==> config.mk <==
export PLATFORM = sky130hd
export DESIGN_NAME = reg_load_sequencer
export DESIGN_NICKNAME = d
export VERILOG_FILES = /design/src/rtl/reg_load_sequencer.sv
export SDC_FILE = /design/constraint.sdc
export NUM_CORES = 1
export LEC_CHECK = 0
export BUFFER_PORTS_ARGS = -buffer_cell sky130_fd_sc_hd__buf_2
export CORE_MARGIN = 8
export CORE_UTILIZATION = 49
export CTS_CLUSTER_SIZE = 28
export DETAILED_ROUTE_END_ITERATION = 10
export PLACE_DENSITY = 0.91
export SETUP_SLACK_MARGIN = 0.05
export SLEW_MARGIN = 0
export SYNTH_ARGS = -nofsm -noshare
export SYNTH_HDL_FRONTEND = slang
export SYNTH_SLANG_ARGS = --single-unit
==> constraint.sdc <==
create_clock -name clk -period 3 [get_ports clk]
set_input_delay 0.75 -clock clk [delete_from_list [all_inputs] [get_ports clk]]
set_output_delay 0.75 -clock clk [all_outputs]
set_load 0.02 [all_outputs]
==> src/rtl/reg_load_sequencer.sv <==
// rtl/reg_load_sequencer.sv - register-bank load sequencer with optional readback verify
module reg_load_sequencer #(
   parameter int WIDTH     = 4,
   parameter int NUM_REGS  = 4,
   parameter int SETUP_CYC = 1,
   parameter int VERIFY    = 1,
   localparam int SELW     = (NUM_REGS > 1) ? $clog2(NUM_REGS) : 1
) (
   input  logic                      clk,
   input  logic                      reset,
   input  logic                      req_valid,
   output logic                      req_ready,
   input  logic [SELW-1:0]           req_dst,
   input  logic [WIDTH-1:0]          req_data,
   output logic [WIDTH-1:0]          bus_out,
   output logic [NUM_REGS-1:0]       ld_n,
   input  logic [NUM_REGS*WIDTH-1:0] rb_data,
   output logic                      busy,
   output logic                      done,
   output logic                      err
);

   localparam logic [1:0] IDLE   = 2'd0;
   localparam logic [1:0] SETUP  = 2'd1;
   localparam logic [1:0] STROBE = 2'd2;
   localparam logic [1:0] CHECK  = 2'd3;

   // Counter preload: SETUP lasts SETUP_CYC cycles, counting down to zero.
   localparam logic [3:0]  SETUP_LOAD = (SETUP_CYC > 0) ? 4'(SETUP_CYC - 1) : 4'd0;
   localparam logic [SELW:0] NUM_REGS_X = (SELW + 1)'(NUM_REGS);

   logic [1:0]       state;
   logic [3:0]       cnt;
   logic [SELW-1:0]  dst_q;
   logic [WIDTH-1:0] rb_sel;
   logic             bad_req;
   logic             strobe_now;

   assign req_ready  = (state == IDLE) && reset;
   assign busy       = (state != IDLE);
   assign bad_req    = ({1'b0, req_dst} >= NUM_REGS_X);
   // Reset low in STROBE aborts the write immediately, not at the next edge.
   assign strobe_now = (state == STROBE) && reset;

   // Pick the readback slice of the latched destination.
   always_comb begin
      rb_sel = '0;
      for (int i = 0; i < NUM_REGS; i++) begin
         if (dst_q == SELW'(i)) rb_sel = rb_data[i*WIDTH +: WIDTH];
      end
   end

   // One-hot active-low load enable, only during STROBE.
   always_comb begin
      ld_n = '1;
      for (int i = 0; i < NUM_REGS; i++) begin
         if (strobe_now && (dst_q == SELW'(i))) ld_n[i] = 1'b0;
      end
   end

   // Transaction FSM; done/err are registered so they pulse on IDLE re-entry.
   always_ff @(posedge clk) begin
      if (!reset) begin
         state   <= IDLE;
         cnt     <= '0;
         dst_q   <= '0;
         bus_out <= '0;
         done    <= 1'b0;
         err     <= 1'b0;
      end else begin
         done <= 1'b0;
         err  <= 1'b0;
         case (state)
            IDLE: begin
               if (req_valid) begin
                  dst_q   <= req_dst;
                  bus_out <= req_data;
                  if (bad_req) begin
                     // Out-of-range destination: report and stay idle, never strobe.
                     done <= 1'b1;
                     err  <= 1'b1;
                  end else if (SETUP_CYC > 0) begin
                     state <= SETUP;
                     cnt   <= SETUP_LOAD;
                  end else begin
                     state <= STROBE;
                  end
               end
            end
            SETUP: begin
               if (cnt == 4'd0) state <= STROBE;
               else             cnt   <= cnt - 4'd1;
            end
            STROBE: begin
               if (VERIFY != 0) begin
                  state <= CHECK;
               end else begin
                  state <= IDLE;
                  done  <= 1'b1;
               end
            end
            CHECK: begin
               // Register was loaded at the edge ending STROBE, so readback is current.
               state <= IDLE;
               done  <= 1'b1;
               err   <= (rb_sel != bus_out);
            end
            default: state <= IDLE;
         endcase
      end
   end

endmodule

==> PnR_summary.wiki, run 1 <==
{| class="wikitable"
! Metric !! Value
|-
| Cell area power density || 888 mW/mm2
|-
| Number of cells on the worst reg-to-reg path || 3
|-
| Max H-tree Level || 1
|-
| Yosys top cell by area || sky130_fd_sc_hd__dfxtp_1
|-
| Initial DRT Pass Iterations || 4
|-
| Status || finished clean
|-
| CP Launch Type || register
|-
| DRT iter0 DRCs || 19
|-
| Maximum number of pins on one net before global-route repair || 11
|-
| Rel. slew slack || 68.4%
|-
| Setup fix buffers added after clock tree synthesis || 0
|-
| #FFs+latches synth || 14
|-
| Number of buffers added on ports || 36
|-
| Endpoint kind of the worst setup timing path || output pin
|-
| Placeable core region || 0.00167 mm2
|-
| Fraction of layout cells with a size suffix above 1 || a little over a third
|-
| Sum Neg Setup Slack || 0 ns
|-
| Weighted congestion reported at the end of routability-driven placement || 0.796
|-
| Total track usage || 13.3%
|-
| Routed len/inst || 15.5 um
|-
| Ports placed on the boundary || 37
|-
| Number of gates resized after cts || 0
|-
| Most frequent standard cell in the layout excluding fill and tap cells || sky130_fd_sc_hd__buf_2
|-
| Ratio of final minimum period to clock period || around 80%
|-
| Detail Placement HPWL || between 1.5 and 2 mm
|-
| Total count of hold-check failures in the final report || 0
|-
| Top cells by area, synth || sky130_fd_sc_hd__dfxtp_1 34%, sky130_fd_sc_hd__ha_1 10%, sky130_fd_sc_hd__mux4_2 8.1%, sky130_fd_sc_hd__nor2_1 4.5%, sky130_fd_sc_hd__xor2_1 4.2%
|-
| CTS sink count || 14
|-
| Number of violations of the max-capacitance limit || 0
|-
| # DRC || 0
|-
| Post-synthesis net count || 122
|-
| Clock transition at path regs || approximately 0.090 ns
|-
| Highest-count cells in the layout ignoring fill and taps || 36 x sky130_fd_sc_hd__buf_2, 14 x sky130_fd_sc_hd__dfxtp_1, 10 x sky130_fd_sc_hd__nor2_1
|-
| Non-filler instance count after layout || 143
|-
| Max rail drop VDD || 0.475 mV
|-
| Area share of the largest cell type after synthesis || approximately a third
|-
| Initial antenna violation count || 0
|-
| Number of distinct library cells after synthesis || 29
|-
| Standard-cell rows || 15
|-
| DIE WIDTH || around 57 um
|-
| Post-synthesis sequential area ratio || 33.6%
|-
| Number of cells after detailed placement || 139
|-
| Final #Nets || 159
|-
| Die Outline Area || around 0.0033 mm2
|-
| Number of buffers created by CTS || 3
|-
| Clock tree from TritonCTS || done
|-
| Post-Syn Area || approximately 830 um2
|-
| Synthesis Warnings || 0
|-
| Ant diodes || 0
|-
| Required time of the critical path || 2.25 ns
|-
| Via total after detailed routing || 778
|-
| Pin slew with the least headroom to its limit || 0.468 ns
|-
| Remaining global-route overflow || 0
|-
| Worst setup path category || register to output pin
|-
| Worst Hold Class || register to register
|-
| Post-cts hold buffer count || 0
|-
| Number of cells produced by synthesis || 90
|-
| Clock latency reported for the late side of the worst-skew pair || 0.28 ns
|-
| Maximum net fanout on the critical path || 4
|-
| Total setup violations reported at the end of the flow || 0
|-
| Number of slew-limit violations in the final report || 0
|-
| Number of global-route vias before repair || 813
|-
| Avg Inst Size Synth || 9.27 um2
|-
| Area growth from synthesis to layout || 25.8%
|-
| Hold depth || 2
|-
| Fin Clk Skew || 0.00277 ns
|-
| WL final || 2.22 mm
|-
| Arr. time, crit path || 1.65 ns
|-
| Post-detailed-route via-to-cell ratio || 5.44
|-
| Antenna Nets Post-Route || 0
|-
| Vertical extent of the die || between 50 and 60 um
|-
| Effective utilization at floorplan || 50.0%
|-
| Setup repair after global routing missed its margin || false
|-
| Leak Pwr || 0.000494 uW
|-
| Time the final worst path needs with I/O delays and setup || 2.40 ns
|-
| Clk Tree Root Cell || sky130_fd_sc_hd__clkbuf_4
|-
| Total power after layout || 932 uW
|-
| First-pass GRT wire length || 3.49 mm
|-
| Highest clock rate || 0.417 GHz
|-
| Maximum number of buffers from clock root to sink || 2
|}
-- layout make-up --
class,instances,area [um2]
sequential,14,280
timing repair buffer,36,180
fill,141,621
inverter,6,22.5
tap,17,21.3
clock buffer,4,36.3
multi-input combinational,66,509
-- critical path: stages, from the launching register on --
cell and delay, ns:
sky130_fd_sc_hd__dfxtp_1 0.36, sky130_fd_sc_hd__inv_1 0.11, sky130_fd_sc_hd__ha_1 0.23, sky130_fd_sc_hd__nand2_1 0.08
sky130_fd_sc_hd__or3_2 0.41, sky130_fd_sc_hd__buf_2 0.17
-- Yosys cell counts --
cell type	count
sky130_fd_sc_hd__nor3_1	1
sky130_fd_sc_hd__nand4_1	1
sky130_fd_sc_hd__mux4_2	3
sky130_fd_sc_hd__mux2i_1	3
sky130_fd_sc_hd__ha_1	7
sky130_fd_sc_hd__clkbuf_1	3
sky130_fd_sc_hd__nand2_1	9
sky130_fd_sc_hd__o41a_1	1
sky130_fd_sc_hd__dfxtp_1	14
sky130_fd_sc_hd__or3_2	1
sky130_fd_sc_hd__nand3_1	6
sky130_fd_sc_hd__or3_1	1
sky130_fd_sc_hd__mux4_1	1
sky130_fd_sc_hd__nor4bb_1	1
sky130_fd_sc_hd__clkinv_1	1
sky130_fd_sc_hd__a21oi_1	6
sky130_fd_sc_hd__nor2b_1	1
sky130_fd_sc_hd__xor2_1	4
sky130_fd_sc_hd__a211oi_1	1
sky130_fd_sc_hd__or3b_2	1
sky130_fd_sc_hd__inv_1	5
sky130_fd_sc_hd__xnor2_1	3
sky130_fd_sc_hd__and2_1	1
sky130_fd_sc_hd__o21ai_0	1
sky130_fd_sc_hd__nor2_1	10
sky130_fd_sc_hd__nand4b_1	1
sky130_fd_sc_hd__a2bb2oi_1	1
sky130_fd_sc_hd__nor3b_1	1
sky130_fd_sc_hd__buf_6	1
-- where the power goes --
part           switching, uW  total (uW)  internal [uW]
combinational            275         501            226
sequential              56.7         294            238
clock                   63.0         137           73.8
-- through the flow --
step | setup slack [ns] | instance area (um2) | hold slack [ns] | utilization, %
2_1_floorplan | 0.915 | 835 | 0.474 | -
3_3_place_gp | 0.745 | 1010 | 0.472 | 60.7
3_5_place_dp | 0.725 | 1010 | 0.484 | 60.7
4_1_cts | 0.624 | 1050 | 0.496 | 62.8
5_1_grt | 0.506 | 1050 | 0.529 | 62.8
6_report | 0.602 | 1050 | 0.492 | 62.8
-- final timing paths --
kind / slack [ns] / startpoint / end
max reg2reg: 1.18 / dst_q[0] / err
min: 0.49 / bus_out[3] / bus_out[3]
min reg2reg: 0.49 / bus_out[3] / bus_out[3]
max: 0.60 / state[0] / ld_n[0]
-- logic make-up after synthesis --
family          synth area share, %
fa+ha+maj                      10.5
mux                            14.8
flops                          33.6
simple gates                   20.8
xor+xnor                       7.35
buf+inv                        5.40
compound gates                 7.50
-- layer usage --
| metal | global-route usage (%) | vias to the layer above | wire length, um |
|---|---|---|---|
| li1 | - | 381 | - |
| met2 | 25.8 | 23 | 1300 |
| met1 | 12.1 | 368 | 770 |
| met4 | 7.14 | 0 | 36 |
| met5 | 0 | - | 0 |
| met3 | 3.59 | 6 | 116 |
-- sequential cells by signal, indices dropped and copies added, names as in the netlist --
| name | cells |
|---|---|
| dst_q | 2 |
| bus_out | 4 |
| state | 2 |
| done | 1 |
| cnt | 4 |
| err | 1 |
Power figures use the tool's default switching activity.
==> run 2, diff against run 1 <==
CORE_UTILIZATION = 41   (was 49)
PLACE_DENSITY = 0.82   (was 0.91)
clock period = 2.2 ns   (was 3 ns; I/O delays follow)
==> run 2 against run 1 <==
  * Setup slack worse by 0.45 ns
  * Clock power up 35%
  * Cell area up 4.1%
  * Critical path depth unchanged
  * Sequential share of layout area down 0.81 points
  * Die area up 14%
  * Critical path type unchanged
  * Critical endpoint unchanged
==> PnR_summary.wiki, run 2 (synthesis results as in run 1) <==
{| class="wikitable"
! Metric !! Value
|-
| Total count of hold-check failures in the final report || 0 (unchanged)
|-
| Post-cts hold buffer count || 0 (unchanged)
|-
| Fin Clk Skew || 0.00199 ns (was 0.00277 ns)
|-
| Antenna Nets Post-Route || 0 (unchanged)
|-
| Most frequent standard cell in the layout excluding fill and tap cells || sky130_fd_sc_hd__buf_2 (unchanged)
|-
| Endpoint kind of the worst setup timing path || output pin (unchanged)
|-
| Effective utilization at floorplan || 43.0% (was 50.0%)
|-
| Maximum net fanout on the critical path || 4 (unchanged)
|-
| CTS sink count || 14 (unchanged)
|-
| WL final || 1.99 mm (was 2.22 mm)
|-
| Ratio of final minimum period to clock period || 93.2%
|-
| Maximum number of pins on one net before global-route repair || 10 (was 11)
|-
| Worst Hold Class || register to register (unchanged)
|-
| DRT iter0 DRCs || 10 (was 19)
|-
| Detail Placement HPWL || 1.65 mm (was 1.76 mm)
|-
| Post-detailed-route via-to-cell ratio || 5.01 (was 5.44)
|-
| Number of buffers created by CTS || 3 (unchanged)
|-
| Max H-tree Level || 1 (unchanged)
|-
| Total length of routed met3 wires || 247 um (was 116 um)
|-
| Area growth from synthesis to layout || 30.9% (was 25.8%)
|-
| Number of cells on the worst reg-to-reg path || 3 (unchanged)
|-
| Number of buffers added on ports || 36 (unchanged)
|-
| Number of violations of the max-capacitance limit || 0 (unchanged)
|-
| Fraction of layout cells with a size suffix above 1 || 39.8% (was 35.7%)
|-
| Sum Neg Setup Slack || 0 ns (unchanged)
|-
| # DRC || 0 (unchanged)
|-
| Required time of the critical path || 1.65 ns (was 2.25 ns)
|-
| Rel. slew slack || 69.4% (was 68.4%)
|-
| Clock transition at path regs || 0.08 ns (was 0.09 ns)
|-
| First-pass GRT wire length || 3.19 mm (was 3.49 mm)
|-
| DIE WIDTH || 61.1 um (was 57.3 um)
|-
| Routed len/inst || 12.8 um (was 15.5 um)
|-
| Total track usage || 11.2% (was 13.3%)
|-
| Largest registers in the final layout || bus_out (4), cnt (4) (unchanged)
|-
| Arr. time, crit path || 1.50 ns (was 1.65 ns)
|-
| Total power after layout || 1270 uW (was 932 uW)
|-
| Pin slew with the least headroom to its limit || 0.453 ns (was 0.468 ns)
|-
| Highest clock rate || just under 0.5 GHz
|-
| Met2 WL post-DR || 956 um (was 1.30 mm)
|-
| Total routed wire length on the met1 layer || 768 um (was 770 um)
|-
| Setup repair after global routing missed its margin || false (unchanged)
|-
| Ant diodes || 0 (unchanged)
|-
| Via total after detailed routing || 777 (was 778)
|-
| Initial DRT Pass Iterations || 4 (unchanged)
|-
| Remaining global-route overflow || 0 (unchanged)
|-
| Total setup violations reported at the end of the flow || 0 (unchanged)
|-
| Weighted congestion reported at the end of routability-driven placement || 0.746 (was 0.796)
|-
| Hold WS || 0.490 ns (was 0.492 ns)
|-
| Vertical extent of the die || 61.1 um (was 57.3 um)
|-
| Cell area power density || 1160 mW/mm2 (was 888 mW/mm2)
|-
| Final #Nets || 161 (was 159)
|-
| CP Launch Type || register (unchanged)
|-
| Worst setup path category || register to output pin (unchanged)
|-
| Clock latency reported for the late side of the worst-skew pair || 0.28 ns (about the same)
|-
| Leak Pwr || 0.000504 uW (was 0.000494 uW)
|-
| Number of global-route vias before repair || 789 (was 813)
|-
| Max rail drop VDD || 0.939 mV (was 0.475 mV)
|-
| Max layer used || met4 (unchanged)
|-
| Time the final worst path needs with I/O delays and setup || 2.05 ns
|-
| Number of slew-limit violations in the final report || 0 (unchanged)
|-
| Die Outline Area || 0.00374 mm2 (was 0.00328 mm2)
|-
| Clk Tree Root Cell || sky130_fd_sc_hd__clkbuf_4 (unchanged)
|-
| Status || finished clean (unchanged)
|-
| Highest-count cells in the layout ignoring fill and taps || 36 x sky130_fd_sc_hd__buf_2, 12 x sky130_fd_sc_hd__dfxtp_1, 10 x sky130_fd_sc_hd__nor2_1 (was 36 x sky130_fd_sc_hd__buf_2, 14 x sky130_fd_sc_hd__dfxtp_1, 10 x sky130_fd_sc_hd__nor2_1)
|-
| Initial antenna violation count || 0 (unchanged)
|-
| Placeable core region || 0.00194 mm2 (was 0.00167 mm2)
|-
| Ports placed on the boundary || 37 (unchanged)
|-
| Final design utilization || 56.3% (was 62.8%)
|-
| Maximum number of buffers from clock root to sink || 2 (unchanged)
|-
| Standard-cell rows || 16 (was 15)
|-
| Clock tree from TritonCTS || done (unchanged)
|-
| Hold depth || 2 (unchanged)
|}
## run 2: path summary, 6_finish.rpt
kind / start / to / slack, ns
min: bus_out[0] / bus_out[0] / 0.49
min reg2reg: bus_out[0] / bus_out[0] / 0.49
max reg2reg: dst_q[0] / err / 0.41
max: state[0] / ld_n[0] / 0.15
## run 2: power breakdown
part / switching [uW] / internal, uW
Clock: 83.9 / 101
Sequential: 76.2 / 328
Combinational: 358 / 324
## run 2: final cells by class
| class | count | area (um2) |
|---|---|---|
| clock buffer | 4 | 36.3 |
| fill | 202 | 850 |
| inverter | 6 | 22.5 |
| multi-input combinational | 66 | 522 |
| sequential | 14 | 283 |
| tap | 27 | 33.8 |
| timing repair buffer | 38 | 195 |
## run 2: worst max-delay path, cell delays in order (launching register included)
cell                      delay [ns]
sky130_fd_sc_hd__dfxtp_2        0.35
sky130_fd_sc_hd__inv_2          0.09
sky130_fd_sc_hd__ha_4           0.15
sky130_fd_sc_hd__nand2_1        0.06
sky130_fd_sc_hd__or3_2          0.40
sky130_fd_sc_hd__buf_2          0.17
## run 2: timing repair
item / CTS / global route
gates cloned: 0 / 0
setup buffers: 0 / 0
resized for setup: 2 / 3
setup endpoints to repair: 1 / 1
## run 2: layer usage
layer  GRT usage, %  up-vias
met1           12.0      355
met4           1.99        0
met2           19.0       31
li1               -      386
met5              0        -
met3           6.05        5
## run 2: through the flow
step                instance area (um2)  worst slack, ns  std cells
global placement                   1040            0.341        151
finish                             1090            0.149        155
global route                       1090           0.0682        155
detailed placement                 1040            0.328        151
floorplan                           835            0.315         90
CTS                                1080           0.0790        155
